$ cat config.mk
export PLATFORM = sky130hd
export DESIGN_NAME = fft_sram_loader
export DESIGN_NICKNAME = d
export VERILOG_FILES = /design/src/rtl/fft_sram_loader.sv
export SDC_FILE = /design/constraint.sdc
export NUM_CORES = 1
export LEC_CHECK = 0
export ABC_AREA = 1
export CORE_MARGIN = 4
export CORE_UTILIZATION = 25
export DETAILED_ROUTE_END_ITERATION = 12
export PLACE_DENSITY = 0.57
export SYNTH_ARGS = -nofsm -noshare
export SYNTH_HDL_FRONTEND = slang
export SYNTH_SLANG_ARGS = --single-unit
$ cat constraint.sdc
create_clock -name clk -period 1.91 [get_ports clk]
set_input_delay 0.382 -clock clk [delete_from_list [all_inputs] [get_ports clk]]
set_output_delay 0.382 -clock clk [all_outputs]
set_load 0.005 [all_outputs]
$ cat src/rtl/fft_sram_loader.sv
// FFT front-end loader: packs a stream of complex samples four per line into the
// sample SRAM, then starts fft_top and holds it running until it reports done.
module fft_sram_loader #(
  parameter int SAMPLE_W = 32,
  parameter int LINE_W   = 128,
  parameter int ADDR_W   = 8
) (
  input  logic                clk,
  input  logic                rstn,
  input  logic [2:0]          i_point_config,
  input  logic                i_valid,
  input  logic [SAMPLE_W-1:0] i_sample,
  output logic                o_ready,
  output logic [ADDR_W-1:0]   o_waddress,
  output logic [LINE_W-1:0]   o_wdata,
  output logic                o_write_enable,
  output logic                o_working,
  input  logic                i_fft_done,
  output logic                o_busy
);

  typedef enum logic [2:0] {
    S_IDLE,
    S_FILL,
    S_START,
    S_RUN,
    S_RELEASE
  } state_t;

  state_t              state_reg, state_next;
  logic [2:0]          cfg_reg;
  logic [1:0]          lane_cnt_reg;
  logic [ADDR_W-1:0]   line_cnt_reg;
  logic                handshake;
  logic [2:0]          cfg_eff;
  logic [ADDR_W:0]     line_total;
  logic [ADDR_W:0]     last_line;
  logic                last_sample;

  assign handshake = i_valid && o_ready;

  // The first sample of a frame is taken while still in IDLE, so the live code
  // applies there; afterwards the latched code governs the frame length.
  assign cfg_eff     = (state_reg == S_IDLE) ? i_point_config : cfg_reg;
  assign line_total  = (ADDR_W + 1)'(2) << cfg_eff;
  assign last_line   = line_total - (ADDR_W + 1)'(1);
  assign last_sample = handshake && (lane_cnt_reg == 2'd3) &&
                       (line_cnt_reg == last_line[ADDR_W-1:0]);

  always_comb begin
    state_next = state_reg;
    case (state_reg)
      S_IDLE:    if (handshake) state_next = S_FILL;
      S_FILL:    if (last_sample) state_next = S_START;
      S_START:   state_next = S_RUN;
      S_RUN:     if (i_fft_done) state_next = S_RELEASE;
      S_RELEASE: if (!i_fft_done) state_next = S_IDLE;
      default:   state_next = S_IDLE;
    endcase
  end

  // Lanes 0..2 are held until lane 3 arrives; lane 3 goes straight to the line.
  for (genvar gi = 0; gi < 3; gi++) begin : g_lane
    logic [SAMPLE_W-1:0] held_reg;
    always_ff @(posedge clk) begin
      if (!rstn) begin
        held_reg <= '0;
      end else if (handshake && (lane_cnt_reg == 2'(gi))) begin
        held_reg <= i_sample;
      end
    end
  end

  always_ff @(posedge clk) begin
    if (!rstn) begin
      state_reg      <= S_IDLE;
      cfg_reg        <= '0;
      lane_cnt_reg   <= '0;
      line_cnt_reg   <= '0;
      o_ready        <= 1'b0;
      o_waddress     <= '0;
      o_wdata        <= '0;
      o_write_enable <= 1'b0;
      o_working      <= 1'b0;
      o_busy         <= 1'b0;
    end else begin
      state_reg      <= state_next;
      o_ready        <= (state_next == S_IDLE) || (state_next == S_FILL);
      o_working      <= (state_next == S_RUN);
      o_busy         <= (state_next != S_IDLE);
      o_write_enable <= 1'b0;
      if (handshake) begin
        if (state_reg == S_IDLE) cfg_reg <= i_point_config;
        lane_cnt_reg <= lane_cnt_reg + 2'd1;
        if (lane_cnt_reg == 2'd3) begin
          o_wdata        <= {g_lane[0].held_reg, g_lane[1].held_reg,
                             g_lane[2].held_reg, i_sample};
          o_waddress     <= line_cnt_reg;
          o_write_enable <= 1'b1;
          line_cnt_reg   <= last_sample ? '0 : line_cnt_reg + 1'b1;
        end
      end
    end
  end

endmodule

==> summary.md <==
| Metric | Value |
|---|---|
| Outcome | finished with violations |
| Violated checks | negative setup slack |
| Crit path kind | flop to flop |
| DR iter-0 viols | 626 |
| Cts bufs inserted | 29 |
| Slew Limit Headroom | 67.2% |
| Fillers | 3804 |
| Std cell rows | 70 |
| FMAX | 466 MHz |
| Total negative slack | -2.13 ns |
| Placed cells | 1803 |
| RSZ-0062 raised after global routing | yes |
| Cell Count, Final, Fillers Out | 1857 |
| Initial antenna violation count | 0 |
| Worst Tran Pin Value | 0.491 ns |
| Area Growth Syn to Fin | 39.2% |
| Grt total ovfl | 0 |
| Max-cap violations | 0 |
| Worst r2r path cells | 14 |
| First-pass GRT wire length | 50400 um |
| ANT cells | 0 |
| Startpoint Class | flop |
| Final Max Tran Viols | 0 |
| Synth warn | 0 |
| Mapped Cells | 1196 |
| Layout cell share with drive strength beyond 1 | 9.72% |
| Synthesized flop and latch total | 252 |
| Vias in the first global route | 8332 |
| Cells on Worst Hold Path | 3 |
| Via count | 8545 |
| WHS Endpoint | g_lane[2].held_reg[3] |
| DRC Markers | 0 |
| Pin count of the biggest net entering global routing | 95 |
| Overall die width | 200 um |
| GR Util All Layers | 15.5% |
| Peak VDD IR | 0.723 mV |
| Clock Path Buffers | 3 |
| Minimum clock period | 2.15 ns |
| Average wire per cell in the routed design | 17.5 um |
| Post-synthesis sequential area ratio | 54.6% |
| Register-to-register setup slack | -0.24 ns |
| Dominant synthesized flop cell | dfxtp_1 |
| Buffers on Ports | 178 |
| Worst R2R End | state_reg[0] |
| Clock Pin Slew Worst Setup and Hold Paths | 0.06 ns |
| Die area | 0.0401 sq mm |
| Skew-Pair Late Insertion Delay | 0.56 ns |
| H-tree depth | 1 |
| Post-layout util | 35.2% |
| Vias per cell | 4.60 |
| Pwr/cell area | 920 mW/mm^2 |
| Largest fanout on the critical path | 6 |
| Num Clock Sinks | 252 |
| Worst min-delay path category | primary input to flop |
| Post-Syn Nets | 1241 |
| Crit path required time | 2.33 ns |
| FFs w/ async S/R, synth | 0% |
| Avg Cell Area, Syn | 7.73 sq um |
| Final #Nets | 1412 |
| CTS tree | yes |
| Pleak | 5.22 nW |
| Post-synth top area share | 54.6% |
| CP Data Arrival Time | 2.57 ns |
| Gpl congestion | 0.831 |
| Worst Setup Slack, final | -0.235 ns |
| Post-synth cell types | 26 |
| Hold Fails Final Rpt | 0 |
| Final worst-path cycle share | 112% |
| First-pass DRT Iterations | 5 |
| RR Startpoint | state_reg[2] |
| Starting Density | 25.3% |
| Min-delay src | rstn |
| Max FFs per register | 128 |
| Place WS | -0.674 ns |
| Remaining antenna violation count | 0 |
| Synth area leader | dfxtp_1 |
| Clock Root Buffer | clkbuf_16 |
| Critical path endpoint category | flop |
| Hold_buf cts | 0 |
| Skew final | 0.0151 ns |
| HPWL after DPL | 21800 um |
| EDFF count, synth | 0 |
| Core Region | 0.0365 sq mm |
| I/O pin cnt | 179 |
| Area of the multi-input gates | 0.00381 sq mm |
| Final WL | 32500 um |
| FF/Latch Area | 0.00505 sq mm |
| Setup Viol. Count Final | 10 |
| Mapped Area | 0.00925 sq mm |
| Area contributors post-synth | dfxtp_1, nor2_1, o21ai_0 |
| Die height | 200 um |
power by group:
part	total (mW)	leakage (nW)	switching [mW]	internal [mW]
logic	0.825	2.71	0.510	0.315
clock network	5.62	0.469	2.30	3.32
registers	5.40	2.04	0.0486	5.35
metal layers:
metal  global-route usage [%]  part of all wire [%]  up-vias
met5                        0                     0        -
met4                     5.46                   3.1        0
met3                     3.69                   6.5       66
met2                     23.6                    43      235
met1                     21.6                    47     3974
li1                         -                     -     4270
layout make-up:
| cell class | count | share of cell area [%] |
|---|---|---|
| repair buffers | 228 | 18.1 |
| clock buffers | 34 | 6.02 |
| multi-input cells | 824 | 29.6 |
| flip-flops and latches | 252 | 39.2 |
| well taps | 468 | 4.55 |
| clock inverters | 19 | 1.57 |
| inverters | 32 | 0.982 |
logic make-up after synthesis:
group	synth area share (%)
xor gates and xnor gates	0.379
DFF	54.6
adders and majority gates	0.812
buffers and inverters	4.99
AOI/OAI and AO/OA	14.1
and+or+nand+nor	25.1
layout by cell type, fill, tap and decap left out, drive strengths merged:
master / n
nor2: 279
dfxtp: 252
clkdlybuf4s50: 173
nand2: 153
o21ai: 140
a21oi: 113
nand3: 112
buf: 51
clkbuf: 34
inv: 33
clkinv: 10
nand4: 9
ha: 6
clkinvlp: 5
dlymetal6s2s: 4
a211oi: 3
bufinv: 3
xor2: 3
nand3b: 2
o211ai: 2
xnor2: 1
or2: 1
worst max-delay path: stages (launching register included):
cell and delay (ns):
dfxtp_2 0.33, nor2_4 0.19, nand3_2 0.12, nand2_4 0.11, nand4_1 0.15, ha_4 0.25, xnor2_1 0.11, nor2_1 0.08
nand3_1 0.09, nor2_2 0.12, nand2_2 0.08, nor2_4 0.13, nand3_4 0.11, nand2_1 0.07, a21oi_1 0.05
Yosys cell counts (6+ instances only):
cell      count
nor2_1      276
dfxtp_1     252
nand2_1     144
o21ai_0     140
a21oi_1     112
nand3_1     109
clkbuf_1     67
inv_1        30
buf_1        16
nand2_2       9
nand4_1       8
ha_1          6
worst max path at each step:
stage	start	to	slack, ns	cells after the start
2_1_floorplan	state_reg[1]	state_reg[0]	-0.11	15
3_3_place_gp	i_point_config[1]	line_cnt_reg[7]	-0.64	13
3_5_place_dp	i_point_config[1]	line_cnt_reg[7]	-0.67	14
4_1_cts	state_reg[2]	state_reg[0]	-0.23	14
5_1_grt	state_reg[2]	line_cnt_reg[3]	-0.39	14
6_report	state_reg[2]	state_reg[0]	-0.24	14
timing repair:
| item | CTS | global route |
|---|---|---|
| cloned | 0 | 0 |
| gates resized for setup | 5 | 7 |
| buffers inserted | 1 | 0 |
| pin swaps | 3 | 0 |
| endpoints found under the setup margin | 10 | 15 |
metrics by stage:
step	hold slack, ns	total power, mW	cell area, sq um
after global placement	0.448	6.32	11800
after detailed placement	0.452	6.33	11800
final	0.274	11.8	12900
after CTS	0.252	12.0	12900
after global routing	0.292	12.3	12900
after floorplan	0.441	5.89	9270
No activity file was read; power rests on OpenSTA's default activity.
